`config.mk`:
```
export PLATFORM = sky130hd
export DESIGN_NAME = thermometer_codec_stream
export DESIGN_NICKNAME = d
export VERILOG_FILES = /design/src/rtl/thermometer_codec_stream_pkg.sv /design/src/rtl/thermometer_sweep_gen.sv /design/src/rtl/thermometer_codec_stream.sv
export SDC_FILE = /design/constraint.sdc
export NUM_CORES = 1
export LEC_CHECK = 0
export CAP_MARGIN = 30
export CORE_ASPECT_RATIO = 1.1
export CORE_MARGIN = 5
export CORE_UTILIZATION = 58
export DETAILED_ROUTE_END_ITERATION = 7
export GPL_ROUTABILITY_DRIVEN = 0
export HOLD_SLACK_MARGIN = 0.03
export PLACE_DENSITY = 0.94
export RECOVER_POWER = 50
export SLEW_MARGIN = 15
export SYNTH_ARGS = -nofsm -noshare
export SYNTH_HDL_FRONTEND = slang
export SYNTH_SLANG_ARGS = --single-unit
export TNS_END_PERCENT = 50
```
`constraint.sdc`:
```
create_clock -name clk -period 3.4 [get_ports clk]
set_input_delay 0.34 -clock clk [delete_from_list [all_inputs] [get_ports clk]]
set_output_delay 0.34 -clock clk [all_outputs]
set_load 0.01 [all_outputs]
```
`src/rtl/thermometer_codec_stream_pkg.sv`:
```
// Shared mode codes, sweep direction type and thermometer helpers for the codec stream.
// Helpers work on 32-bit containers; callers truncate to their own width.
package thermo_pkg;

  localparam logic [1:0] MODE_ENC    = 2'b00;
  localparam logic [1:0] MODE_DEC    = 2'b01;
  localparam logic [1:0] MODE_SWEEP  = 2'b10;
  localparam logic [1:0] MODE_BYPASS = 2'b11;

  typedef enum logic {DIR_UP, DIR_DOWN} sweep_dir_t;

  function automatic logic [31:0] therm_encode(input logic [31:0] a);
    if (a >= 32'd32) return '1;
    return (32'd1 << a) - 32'd1;
  endfunction

  function automatic logic [31:0] therm_popcount(input logic [31:0] q);
    logic [31:0] n;
    n = '0;
    for (int i = 0; i < 32; i++) n += {31'd0, q[i]};
    return n;
  endfunction

  // Valid thermometer: ones packed from bit 0, so adding one never carries into a set bit.
  function automatic logic therm_is_valid(input logic [31:0] q);
    return (q & (q + 32'd1)) == 32'd0;
  endfunction

  function automatic logic [31:0] therm_top(input logic [31:0] q);
    logic [31:0] t;
    t = '0;
    for (int i = 0; i < 32; i++) if (q[i]) t = 32'(i + 1);
    return t;
  endfunction

endpackage

```
`src/rtl/thermometer_sweep_gen.sv`:
```
// Bar-graph sweep source: prescaler plus ping-pong level counter.
//   state    | meaning
//   DIR_UP   | level climbs toward W; at W the next step goes to W-1
//   DIR_DOWN | level falls toward 0; at 0 the next step goes to 1
module thermometer_sweep_gen
  import thermo_pkg::*;
#(
  parameter int K   = 3,
  parameter int W   = 7,
  parameter int DIV = 4
) (
  input  logic         clk,
  input  logic         rst_n,
  input  logic         enable,
  input  logic         advance,
  output logic         step,
  output logic [K-1:0] level
);

  localparam int PW = (DIV > 1) ? $clog2(DIV) : 1;
  localparam logic [PW-1:0] PRE_TC  = PW'(DIV - 1);
  localparam logic [K-1:0]  LVL_TOP = K'(W);

  logic [PW-1:0] presc;
  sweep_dir_t    dir;

  // The prescaler freezes while the slot is full so no level is ever skipped.
  assign step = enable && advance && (presc == PRE_TC);

  always_ff @(posedge clk or negedge rst_n) begin
    if (!rst_n) begin
      presc <= '0;
      level <= '0;
      dir   <= DIR_UP;
    end else if (!enable) begin
      presc <= '0;
      level <= '0;
      dir   <= DIR_UP;
    end else if (advance) begin
      if (presc == PRE_TC) begin
        presc <= '0;
        case (dir)
          DIR_UP: begin
            if (level == LVL_TOP) begin
              level <= level - 1'b1;
              dir   <= DIR_DOWN;
            end else begin
              level <= level + 1'b1;
            end
          end
          default: begin
            if (level == '0) begin
              level <= level + 1'b1;
              dir   <= DIR_UP;
            end else begin
              level <= level - 1'b1;
            end
          end
        endcase
      end else begin
        presc <= presc + 1'b1;
      end
    end
  end

endmodule

```
`src/rtl/thermometer_codec_stream.sv`:
```
// Thermometer encode/decode/bypass/sweep behind a single-register valid/ready slot,
// with bubble flagging and a saturating error counter.
module thermometer_codec_stream
  import thermo_pkg::*;
#(
  parameter int K     = 3,
  parameter int W     = 7,
  parameter int DIV   = 4,
  parameter int CNT_W = 8
) (
  input  logic             clk,
  input  logic             rst_n,
  input  logic [1:0]       mode,
  input  logic             in_valid,
  output logic             in_ready,
  input  logic [W-1:0]     in_data,
  output logic             out_valid,
  input  logic             out_ready,
  output logic [W-1:0]     out_data,
  output logic             out_err,
  output logic [CNT_W-1:0] err_count,
  input  logic             err_clr
);

  localparam logic [CNT_W-1:0] CNT_MAX = '1;

  logic         slot_free, sweep_en, sweep_step, accept, load, err_n;
  logic [K-1:0] level;
  logic [W-1:0] data_n;
  logic [31:0]  din_ext, a_ext;

  assign slot_free = !out_valid || out_ready;
  assign sweep_en  = (mode == MODE_SWEEP);
  assign in_ready  = slot_free && !sweep_en;
  assign accept    = in_valid && in_ready;
  assign load      = accept || sweep_step;
  assign din_ext   = 32'(in_data);

  thermometer_sweep_gen #(.K(K), .W(W), .DIV(DIV)) u_sweep (
    .clk     (clk),
    .rst_n   (rst_n),
    .enable  (sweep_en),
    .advance (slot_free),
    .step    (sweep_step),
    .level   (level)
  );

  always_comb begin
    data_n = '0;
    err_n  = 1'b0;
    a_ext  = din_ext & ((32'd1 << K) - 32'd1);
    case (mode)
      MODE_ENC: begin
        if (a_ext > 32'(W)) begin
          data_n = '1;
          err_n  = 1'b1;
        end else begin
          data_n = W'(therm_encode(a_ext));
        end
      end
      MODE_DEC: begin
        if (therm_is_valid(din_ext)) begin
          data_n = W'(therm_popcount(din_ext));
        end else begin
          data_n = W'(therm_top(din_ext));
          err_n  = 1'b1;
        end
      end
      MODE_SWEEP: data_n = W'(therm_encode(32'(level)));
      default:    data_n = in_data;
    endcase
  end

  always_ff @(posedge clk or negedge rst_n) begin
    if (!rst_n) begin
      out_valid <= 1'b0;
      out_data  <= '0;
      out_err   <= 1'b0;
      err_count <= '0;
    end else begin
      if (load) begin
        out_valid <= 1'b1;
        out_data  <= data_n;
        out_err   <= err_n;
      end else if (out_ready) begin
        out_valid <= 1'b0;
      end
      if (err_clr) err_count <= '0;
      else if (load && err_n && (err_count != CNT_MAX)) err_count <= err_count + 1'b1;
    end
  end

endmodule
```
# Word-level counts from Yosys, hierarchy flattened

Cells that the tools add are included.

Output and inout port bits: 18
Word-level logic and storage cells: 85
Bits of input ports: 14
Bits in registers: 23

Add/subtract/negate cells: 13
Multiplexer cells: 37
Bitwise gates (word level): 1
Magnitude comparators: 2
Reductions and logical operators: 16
Equality and inequality tests: 7
Shift-type cells: 2

Operators by type and width:

| kind                                                                                | count |
|---|---|
| 7-bit two-way mux                                                                   | 10 |
| 32-bit logical NOT                                                                  | 1 |
| 7-bit case mux with 3 select lines                                                  | 1 |
| 3-bit two-way mux                                                                   | 6 |
| 8-bit two-way mux                                                                   | 2 |
| 1-bit two-way mux                                                                   | 14 |
| 1-bit by 3-bit left shift with 7-bit output, first input constant                   | 2 |
| 7-bit by 1-bit subtractor with 7-bit output, second input constant                  | 2 |
| 7-bit by 1-bit adder with 8-bit output, second input constant                       | 1 |
| 8-bit by 1-bit adder with 8-bit output, second input constant                       | 1 |
| 7-bit by 8-bit AND with 8-bit output                                                | 1 |
| 8-bit inequality test, second input constant                                        | 1 |
| 6-bit by 1-bit adder with 7-bit output                                              | 1 |
| 5-bit by 1-bit adder with 6-bit output                                              | 1 |
| 3-bit by 6-bit greater-or-equal comparator with 1-bit output, second input constant | 1 |
| 1-bit logical AND                                                                   | 6 |
| 2-bit two-way mux                                                                   | 3 |
| 4-bit by 1-bit adder with 5-bit output                                              | 1 |
| 3-bit by 1-bit adder with 4-bit output                                              | 1 |
| 2-bit == test, second input constant                                                | 2 |
| 2-bit inequality test, second input constant                                        | 2 |
| 2-bit nonzero test                                                                  | 2 |
| 2-bit by 1-bit adder with 3-bit output                                              | 1 |
| 3-bit by 1-bit adder with 3-bit output, second input constant                       | 1 |
| 12 further kinds                                                                    | 14 |

# Longest topological paths before layout

Gate-level depths: netlist (run 1).

Word-level depth: 9
Mapped depth: 9
Gate-level depth less buffers: 9

# Hierarchy

From an unflattened synthesis (run 1), not the netlist that was laid out.

Cell total of the unflattened synthesis: 219
Area, all modules: 1903.1 um^2

By module, submodules not included:

| module                   | seq. area each (um^2) | area each (um^2) | cells an instance | instances |
|---|---|---|---|---|
| thermometer_codec_stream | 425.4                 | 1514.0           | 181               | 1 |
| thermometer_sweep_gen    | 150.1                 | 389.1            | 38                | 1 |

# Worst setup path after synthesis (run 1)

Ideal clock, no wire load.

Path type: input port to flip-flop
Start point: input in_data[0]
End point: register out_data[1]
Stages on the path: 9
Path buffers: 0
Setup time: 0.128 ns
Setup slack: 0.522 ns
Arrival time: 2.750 ns
Required time: 3.272 ns
Cells stage by stage: fa_1 -> inv_1 -> fa_1 -> fa_1 -> fa_1 -> nor2_1 -> and3_2 -> o32ai_1 -> o21ai_0

Longest elaborated chain between the ends: 8
Elaborated cells between the ends (all ways): 20
Classes of those cells: add/sub (8); order compare (2); shift (1); mux (7); bitwise (1); reduce/logical (1)

Ends and longest elaborated chain:

| item                                   | RTL line                           | text |
|---|---|---|
| start: declaration                     | thermometer_codec_stream.sv:16     | `input logic [W-1:0] in_data,` |
| 1-bit by 1-bit adder with 2-bit output | thermometer_codec_stream_pkg.sv:20 | `for (int i = 0; i < 32; i++) n += {31'd0, q[i]};` |
| 2-bit by 1-bit adder with 3-bit output | thermometer_codec_stream_pkg.sv:20 |  |
| 3-bit by 1-bit adder with 4-bit output | thermometer_codec_stream_pkg.sv:20 |  |
| 4-bit by 1-bit adder with 5-bit output | thermometer_codec_stream_pkg.sv:20 |  |
| 5-bit by 1-bit adder with 6-bit output | thermometer_codec_stream_pkg.sv:20 |  |
| 6-bit by 1-bit adder with 7-bit output | thermometer_codec_stream_pkg.sv:20 |  |
| 7-bit two-way mux                      | thermometer_codec_stream.sv:62     | `if (therm_is_valid(din_ext)) begin` |
| 7-bit case mux with 3 select lines *   | thermometer_codec_stream.sv:52     | `case (mode)` |
| end signal: assignment                 | thermometer_codec_stream.sv:83     | `out_data <= data_n;` |
| end: declaration                       | thermometer_codec_stream.sv:19     | `output logic [W-1:0] out_data,` |

Mark *: on every way between the ends. The rest lies on a longest branch, timed or not. The select of a mux whose other input is x is not followed.
A chain may end at the register's enable or synchronous reset.

# Worst setup path after layout (run 1)

Ends and elaborated chain as after synthesis.

==> flow_summary.json, run 1 <==
{
  "outcome": "complete, no violations",
  "synth_ff_type": "dfrtp_1",
  "crit_buf_inv": 2,
  "slew_headroom": 0.510,
  "layout_commonest_cell": "nor2_1",
  "crit_family": "adder cells",
  "synth_nets": 252,
  "drv_cap": 0,
  "async_flop_share": 1.00,
  "grt_max_degree": 19,
  "cp-end-kind": "flip-flop",
  "postSynthAreaPerCell_um2": 8.95,
  "fin_crit_ns": 3.16,
  "layout_common_cells": "28 x nor2_1, 23 x dfrtp_1, 23 x clkdlybuf4s50_1, 20 x nand2_1, 14 x ha_1",
  "finalHoldViolations": 0,
  "rsz0062_at_grt": "false",
  "leakagePower_uw": 0.00104,
  "slowest_stage": "fa_1",
  "wl_per_cell_um": 15.3,
  "initial_core_util": 0.596,
  "drc_errors": 0,
  "crit_type": "input port to flip-flop",
  "port_buffers": 31,
  "clkPwrFrac": 0.200,
  "fill_cells": 239,
  "ys_ff_latch": 23,
  "cts.clk_slew.worst_paths_ns": 0.14,
  "cpPeakStageDelay_ns": 0.54,
  "synth-simple-area-share": 0.248,
  "crit_required_ns": 3.60,
  "track_usage": 0.194,
  "cts.repair.resized": 0,
  "synth-compound-area-share": 0.169,
  "ys_warn_count": 0,
  "drt_iter0_markers": 211,
  "synth-xor-area-share": 0.0356,
  "layout.nets": 284,
  "root_buffer": "clkbuf_4",
  "worst_setup_path_start_kind": "input port",
  "seq_area_um2": 576,
  "grt_overflow_total": 0,
  "worst_path_most_repeated_cell": "fa_1",
  "antenna_found_initial": 0,
  "cts_tree": "done",
  "arrival_ns": 3.37,
  "clock.fmax_ghz": 0.316,
  "synthDistinctLibCells": 56,
  "power.density_nw_per_um2": 281,
  "synth_cells": 220,
  "grt_first_pass_wirelength_um": 7200,
  "min_path_type": "input port to async pin",
  "fin_tns_setup_ns": 0,
  "die_y_um": 71.1,
  "seqPwrFrac": 0.469,
  "insertedDiodeCount": 0,
  "synth_edf_count": 0,
  "fin_skew_ns": 0.0138,
  "syn_to_final_growth_pct": 17.9,
  "cts_buffers": 3,
  "slew_violations": 0,
  "sw_frac_of_total": 0.324,
  "cts.sinks": 23,
  "drt_first_pass_iters": 4,
  "dp_hpwl_um": 3470,
  "synth_area_um2": 1970,
  "worstSkewPairLatency_ns": 0.33,
  "vias": 1719,
  "p_switching_uw": 212,
  "crit_fanout": 2,
  "layout-drive-gt1-share": 0.0876,
  "dpl_cell_area_um2": 2310,
  "seq_area_frac_synth": 0.292,
  "fp.coreArea_um2": 3300,
  "synth.area.mux_share": 0.0680,
  "post-place-ws_ns": -0.122,
  "fin_crit_sh": 0.930,
  "multi_input_area_um2": 1280,
  "rows": 22,
  "comb_power_share": 0.331,
  "io_pins": 32,
  "cts_hold_buf": 0,
  "htreeDepth": 1,
  "fin_ws_ns": 0.238,
  "dieWidth_um": 65.6,
  "post_synth_fa_ha_maj_area_fraction": 0.130,
  "worstPathCellList": "clkdlybuf4s50_1 -> fa_1 -> inv_1 -> fa_1 -> fa_1 -> fa_1 -> nor2_1 -> and3_2 -> o32ai_1 -> o21ai_0",
  "postRouteAntennaNets": 0,
  "grt_pass1_vias": 1597,
  "max_slew.worst_pin.slew_ns": 0.734,
  "synth_top_family_by_area": "simple AND/OR/NAND/NOR gates",
  "cts_setup_buffers": 0,
  "peakVddDrop_mv": 0.168,
  "wl_um": 4380,
  "viasPerCell": 5.99,
  "cts_buffer_depth": 2,
  "setup_viol": 0,
  "design_area_um2": 2320,
  "fp.dieArea_um2": 4660,
  "p_int_uw": 442
}
cell type report:
class,instances,area share
clock buffer,3,0.00970
clock inverter,1,0.00216
inverter,12,0.0194
multi-input combinational,175,0.552
sequential,23,0.248
tap,36,0.0194
timing repair buffer,37,0.150
sequential cells by signal (all words and copies together), names as in the netlist:
name	count
err_count	8
out_data	7
out_err	1
out_valid	1
u_sweep.dir	1
u_sweep.level	3
u_sweep.presc	2
metal layers:
layer,track usage,vias up,part of all wire
li1,-,831,-
met1,0.233,827,0.41
met2,0.339,55,0.53
met3,0.0365,6,0.046
met4,0.0760,0,0.014
met5,0,-,0
path summary, 6_finish.rpt:
path	startpoint	depth (start not counted)	to	slack, ns
setup / recovery	in_data[0]	10	out_data[1]$_DFFE_PN0P_	0.24
hold / removal	rst_n	1	out_data[1]$_DFFE_PN0P_	0.38
setup reg to reg	err_count[0]$_DFFE_PN0P_	6	err_count[7]$_DFFE_PN0P_	1.44
hold reg to reg	out_err$_DFFE_PN0P_	2	out_err$_DFFE_PN0P_	0.50
max in group asynchronous	rst_n	2	out_valid$_DFFE_PN0P_	2.00
min in group clk	out_err$_DFFE_PN0P_	2	out_err$_DFFE_PN0P_	0.50
cell usage after synthesis, drive strengths merged, types with 2 or more instances:
cell type,n,area [um^2]
a211oi,2,15.0
a21oi,4,20.0
a221oi,3,26.3
a31oi,3,18.8
and2,3,18.8
and3,4,27.5
buf,3,21.3
clkbuf,7,46.3
dfrtp,23,576
fa,4,80.1
ha,14,175
inv,12,45.0
mux2,7,93.8
mux2i,4,40.0
nand2,21,81.3
nand2b,6,37.5
nand3,5,25.0
nor2,28,105
nor2b,8,50.1
nor3,7,45.0
nor3b,3,33.8
o21ai,10,50.1
o22a,2,17.5
o31ai,5,37.5
o32ai,3,26.3
or2,2,12.5
xnor2,4,35.0
xor2,4,35.0
cells by family (layout without fill, tap and decap cells):
group / after synthesis / in the layout
and+or+nand+nor: 94 / 94
muxes: 11 / 11
buffers and inverters: 22 / 53
xor gates and xnor gates: 8 / 8
DFF: 23 / 23
adders and majority gates: 18 / 18
AOI/OAI and AO/OA: 44 / 44
through the flow:
stage | hold WS [ns] | power, uW | cells | util
after floorplan | 0.0444 | 439 | 220 | -
after global placement | 0.464 | 526 | 282 | 0.695
after detailed placement | 0.474 | 538 | 283 | 0.699
after CTS | 0.341 | 665 | 287 | 0.708
after global routing | 0.401 | 691 | 287 | 0.703
final | 0.380 | 653 | 287 | 0.703
worst register-to-register path, stage by stage (launching register included):
cell     delay [ns]
dfrtp_1        0.44
ha_1           0.22
and3_1         0.21
nand3_1        0.19
nand4_1        0.20
nor3_1         0.26
mux2_1         0.34
power by group through the flow:
stage | combinational [uW] | sequential, uW | clock, uW
5_1_grt | 238 | 310 | 143
6_report | 216 | 307 | 131
2_1_floorplan | 117 | 321 | 0
3_3_place_gp | 214 | 312 | 0
4_1_cts | 225 | 308 | 132
3_5_place_dp | 224 | 314 | 0
Power figures use the tool's default switching activity.
==> run 2: changes to the inputs <==
--- a/config.mk
+++ b/config.mk
@@ -8,11 +8,11 @@
 export CAP_MARGIN = 30
 export CORE_ASPECT_RATIO = 1.1
 export CORE_MARGIN = 5
-export CORE_UTILIZATION = 58
+export CORE_UTILIZATION = 50
 export DETAILED_ROUTE_END_ITERATION = 7
 export GPL_ROUTABILITY_DRIVEN = 0
 export HOLD_SLACK_MARGIN = 0.03
-export PLACE_DENSITY = 0.94
+export PLACE_DENSITY = 0.83
 export RECOVER_POWER = 50
 export SLEW_MARGIN = 15
 export SYNTH_ARGS = -nofsm -noshare
==> flow_summary.json, run 2 (synthesis gave the netlist of run 1 again) <==
{
  "viasPerCell": 5.51,
  "htreeDepth": 1,
  "cts.repair.resized": 0,
  "worstRegToRegCells": 6,
  "cts_setup_buffers": 0,
  "cts_tree": "done",
  "dpl_cell_area_um2": 2330,
  "layout_common_cells": "28 x nor2_1, 23 x dfrtp_1, 22 x clkdlybuf4s50_1, 20 x nand2_1, 14 x ha_1",
  "dp_cells": 299,
  "postRouteAntennaNets": 0,
  "layout.nets": 284,
  "rsz0062_at_grt": "false",
  "drt_first_pass_iters": 4,
  "drc_errors": 0,
  "slew_headroom": 0.566,
  "track_usage": 0.167,
  "grt_pass1_vias": 1496,
  "leakagePower_uw": 0.00104,
  "worst-path-stages": 10,
  "setup_viol": 0,
  "multi_input_area_um2": 1280,
  "reg_top3": "err_count: 8 flops, out_data: 7 flops, u_sweep.level: 3 flops",
  "cts_buffer_depth": 2,
  "worstSkewPairLatency_ns": 0.27,
  "root_buffer": "clkbuf_8",
  "crit_fanout": 2,
  "cts_hold_buf": 0,
  "syn_to_final_growth_pct": 19.8,
  "antenna_found_initial": 0,
  "worst_setup_path_start_kind": "input port",
  "drt_iter0_markers": 83,
  "wl_per_cell_um": 13.8,
  "cts_buffers": 3,
  "io_pins": 32,
  "cpPeakStageDelay_ns": 0.54,
  "fill_cells": 349,
  "insertedDiodeCount": 0,
  "grt_max_degree": 19,
  "vias": 1670,
  "cts.sinks": 23,
  "fp.dieArea_um2": 5300,
  "dieWidth_um": 69.8,
  "arrival_ns": 3.35,
  "power.density_nw_per_um2": 294,
  "drv_cap": 0,
  "fp.coreArea_um2": 3870,
  "finalHoldViolations": 0,
  "fin_skew_ns": 0.00248,
  "clock.fmax_ghz": 0.311,
  "wl_um": 4180,
  "cts.clk_slew.worst_paths_ns": 0.08,
  "dp_hpwl_um": 3290,
  "seq_area_um2": 576,
  "slew_violations": 0,
  "outcome": "complete, no violations",
  "fin_crit_sh": 0.945,
  "instances_no_fill": 303,
  "crit_family": "adder cells",
  "rows": 24,
  "fin_crit_ns": 3.21,
  "port_buffers": 31,
  "largest_reg_flops": 8,
  "layout-drive-gt1-share": 0.0837,
  "initial_core_util": 0.508,
  "regMostFlops": "err_count",
  "crit_buf_inv": 2,
  "design_area_um2": 2360,
  "slowest_stage": "fa_1",
  "peakVddDrop_mv": 0.134,
  "grt_overflow_total": 0,
  "grt_first_pass_wirelength_um": 7130,
  "crit_required_ns": 3.54,
  "min_path_type": "input port to async pin",
  "worst_path_most_repeated_cell": "fa_1",
  "layout_commonest_cell": "nor2_1",
  "worstPathCellList": "clkdlybuf4s50_1 -> fa_1 -> inv_1 -> fa_1 -> fa_1 -> fa_1 -> nor2_1 -> and3_2 -> o32ai_1 -> o21ai_0",
  "crit_type": "input port to flip-flop",
  "cp-end-kind": "flip-flop",
  "die_y_um": 75.8,
  "max_slew.worst_pin.slew_ns": 0.651
}
-- run 2: cell types whose count changed in the layout (fill, tap and decap cells not counted), sizes merged --
| cell | change |
|---|---|
| clkdlybuf4s50 | -1 |
| clkinv | -1 |
| dlygate4sd3 | +1 |
| clkbuf | +1 |
-- run 2: worst paths after layout --
kind	startpoint	slack [ns]	endpoint
min in group clk	out_data[2]$_DFFE_PN0P_	0.49	out_data[2]$_DFFE_PN0P_
hold reg to reg	out_data[2]$_DFFE_PN0P_	0.49	out_data[2]$_DFFE_PN0P_
setup reg to reg	err_count[0]$_DFFE_PN0P_	1.47	err_count[7]$_DFFE_PN0P_
hold / removal	rst_n	0.49	err_count[4]$_DFFE_PN0P_
max in group asynchronous	rst_n	1.96	err_count[1]$_DFFE_PN0P_
setup / recovery	in_data[0]	0.19	out_data[1]$_DFFE_PN0P_
-- run 2: per-layer routing --
| layer | share of wire | up-vias | GRT usage |
|---|---|---|---|
| met5 | 0 | - | 0 |
| met4 | 0.015 | 0 | 0.0532 |
| met3 | 0.050 | 6 | 0.0224 |
| met2 | 0.46 | 43 | 0.281 |
| met1 | 0.47 | 783 | 0.225 |
| li1 | - | 838 | - |
-- run 2: cell type report --
class                      count  share of cell area
timing repair buffer          37               0.147
inverter                      12              0.0191
multi-input combinational    175               0.543
clock buffer                   4              0.0191
tap                           52              0.0276
sequential                    23               0.244
-- run 2: per-stage QoR --
stage / setup WS [ns] / total power (uW) / TNS, ns / util / hold WS [ns]
4_1_cts: 0.205 / 708 / 0 / 0.613 / 0.460
3_5_place_dp: -0.0840 / 535 / -0.0840 / 0.601 / 0.478
5_1_grt: 0.0299 / 732 / 0 / 0.609 / 0.525
6_report: 0.187 / 695 / 0 / 0.609 / 0.486
3_3_place_gp: -0.00411 / 527 / -0.00411 / 0.598 / 0.470
2_1_floorplan: 0.522 / 439 / 0 / - / 0.0444
-- run 2: power by group --
group          internal [uW]  switching [uW]
Clock                   83.8            91.0
Sequential               295            13.3
Combinational            102             109
-- run 2: worst reg2reg max path, stage by stage, from the launching register on --
cell and delay [ns]:
dfrtp_1 0.43, ha_1 0.24, and3_1 0.21, nand3_1 0.16, nand4_1 0.19, nor3_1 0.26
mux2_1 0.34
==> run 3: changes to the inputs <==
--- a/config.mk
+++ b/config.mk
@@ -5,15 +5,17 @@
 export SDC_FILE = /design/constraint.sdc
 export NUM_CORES = 1
 export LEC_CHECK = 0
-export CAP_MARGIN = 30
+export CAP_MARGIN = 20
 export CORE_ASPECT_RATIO = 1.1
 export CORE_MARGIN = 5
 export CORE_UTILIZATION = 50
+export CTS_CLUSTER_SIZE = 28
 export DETAILED_ROUTE_END_ITERATION = 7
 export GPL_ROUTABILITY_DRIVEN = 0
 export HOLD_SLACK_MARGIN = 0.03
 export PLACE_DENSITY = 0.83
 export RECOVER_POWER = 50
+export REMOVE_ABC_BUFFERS = 1
 export SLEW_MARGIN = 15
 export SYNTH_ARGS = -nofsm -noshare
 export SYNTH_HDL_FRONTEND = slang
==> flow_summary.json, run 3 (synthesis gave the netlist of run 1 again) <==
{
  "worstPathCellList": "clkdlybuf4s50_1 -> fa_1 -> inv_1 -> fa_1 -> fa_1 -> fa_1 -> nor2_1 -> and3_2 -> o32ai_1 -> o21ai_0",
  "r2r_end": "err_count[7]$_DFFE_PN0P_",
  "leakagePower_uw": 0.00104,
  "wl_um": 4260,
  "antenna_found_initial": 0,
  "worst_setup_path_start_kind": "input port",
  "syn_to_final_growth_pct": 19.5,
  "cts.sinks": 23,
  "regMostFlops": "err_count",
  "grt_overflow_total": 0,
  "drt_first_pass_iters": 4,
  "track_usage": 0.164,
  "p_int_uw": 479,
  "comb_power_share": 0.306,
  "drc_errors": 0,
  "setup_viol": 0,
  "worst_path_most_repeated_cell": "fa_1",
  "cts_hold_buf": 0,
  "r2r_start": "err_count[0]$_DFFE_PN0P_",
  "postRouteAntennaNets": 0,
  "cts_setup_buffers": 0,
  "cts_tree": "done",
  "cpPeakStageDelay_ns": 0.55,
  "htreeDepth": 1,
  "finalHoldViolations": 0,
  "drt_iter0_markers": 143,
  "instances_no_fill": 302,
  "grt_max_degree": 24,
  "cts_buffer_depth": 2,
  "fin_tns_setup_ns": 0,
  "cts.clk_slew.worst_paths_ns": 0.08,
  "p_switching_uw": 209,
  "vias": 1688,
  "slew_violations": 0,
  "cts.repair.resized": 0,
  "worstSkewPairLatency_ns": 0.26,
  "slew_headroom": 0.170,
  "outcome": "complete, no violations",
  "fp.dieArea_um2": 5300,
  "peakVddDrop_mv": 0.200,
  "viasPerCell": 5.59,
  "dp_hpwl_um": 3280,
  "root_buffer": "clkbuf_8",
  "rsz0062_at_grt": "false",
  "max_slew.worst_pin.slew_ns": 1.25,
  "crit_required_ns": 3.54,
  "worstRegToRegCells": 6,
  "largest_reg_flops": 8,
  "arrival_ns": 3.35,
  "fp.coreArea_um2": 3870,
  "layout.nets": 283,
  "port_buffers": 31,
  "drv_cap": 0,
  "grt_pass1_vias": 1601,
  "clock.fmax_ghz": 0.311,
  "layout_common_cells": "28 x nor2_1, 23 x dfrtp_1, 21 x clkdlybuf4s50_1, 20 x nand2_1, 14 x ha_1",
  "dp_cells": 298,
  "fin_crit_sh": 0.946,
  "rrSetupSlack_ns": 1.49,
  "cts_buffers": 3,
  "fin_crit_ns": 3.21,
  "crit_type": "input port to flip-flop",
  "seq_area_um2": 576,
  "io_pins": 32,
  "reg_top3": "err_count: 8 flops, out_data: 7 flops, u_sweep.level: 3 flops",
  "seqPwrFrac": 0.445,
  "sw_frac_of_total": 0.304,
  "wl_per_cell_um": 14.1,
  "layout-drive-gt1-share": 0.0880,
  "slowest_stage": "fa_1",
  "rows": 24,
  "min_path_type": "input port to async pin",
  "grt_first_pass_wirelength_um": 7170,
  "fin_skew_ns": 0.00242,
  "insertedDiodeCount": 0,
  "die_y_um": 75.8,
  "crit_family": "adder cells",
  "initial_core_util": 0.508,
  "layout_commonest_cell": "nor2_1",
  "dieWidth_um": 69.8,
  "clkPwrFrac": 0.248,
  "power.density_nw_per_um2": 292,
  "crit_fanout": 2,
  "cp-end-kind": "flip-flop",
  "crit_buf_inv": 2,
  "fill_cells": 325,
  "multi_input_area_um2": 1280
}
run 3: changes by cell type in the layout (fill, tap and decap cells not counted):
cell / previous run / this run
clkdlybuf4s50_1: 22 / 21
clkbuf_1: 3 / 2
buf_4: 4 / 5
run 3: worst max-delay path by stage:
| stage | start | endpoint | slack [ns] | cells past startpoint |
|---|---|---|---|---|
| 2_1_floorplan | in_data[0] | out_data[1]$_DFFE_PN0P_ | 0.51 | 9 |
| 3_3_place_gp | in_data[0] | out_data[1]$_DFFE_PN0P_ | -0.007 | 10 |
| 3_5_place_dp | in_data[0] | out_data[1]$_DFFE_PN0P_ | -0.10 | 10 |
| 4_1_cts | in_data[0] | out_data[1]$_DFFE_PN0P_ | 0.17 | 10 |
| 5_1_grt | in_data[0] | out_data[1]$_DFFE_PN0P_ | 0.02 | 10 |
| 6_report | in_data[0] | out_data[1]$_DFFE_PN0P_ | 0.19 | 10 |
run 3: metrics by stage:
stage	hold slack, ns	setup WS [ns]	utilization	power (uW)	area (um^2)
after floorplan	0.0444	0.513	-	426	1900
after global placement	0.463	-0.00704	0.598	527	2310
after detailed placement	0.467	-0.103	0.598	532	2310
after CTS	0.486	0.173	0.609	702	2360
after global routing	0.442	0.0214	0.608	728	2350
final	0.321	0.185	0.608	688	2350
run 3: final cells by class:
| type | instances | share of cell area |
|---|---|---|
| well taps | 52 | 0.0276 |
| inverters | 12 | 0.0191 |
| flip-flops and latches | 23 | 0.245 |
| multi-input cells | 175 | 0.544 |
| clock buffers | 4 | 0.0191 |
| repair buffers | 36 | 0.145 |
run 3: power groups by stage:
stage,combinational [uW],sequential [uW],clock [uW]
after CTS,220,308,174
after detailed placement,219,313,0
final,211,306,171
after global routing,234,310,184
after global placement,215,312,0
after floorplan,105,321,0
run 3: worst reg2reg max path, delay by kind of cell, from the launching register on:
| family | cells | cell delay (ns) |
|---|---|---|
| simple gates | 4 | 0.80 |
| flops | 1 | 0.43 |
| mux | 1 | 0.34 |
| fa+ha+maj | 1 | 0.23 |
run 3: metal layers:
metal | part of all wire | global-route usage
met2 | 0.50 | 0.304
met3 | 0.029 | 0.0185
met5 | 0 | 0
met4 | 0.014 | 0.0383
met1 | 0.45 | 0.207
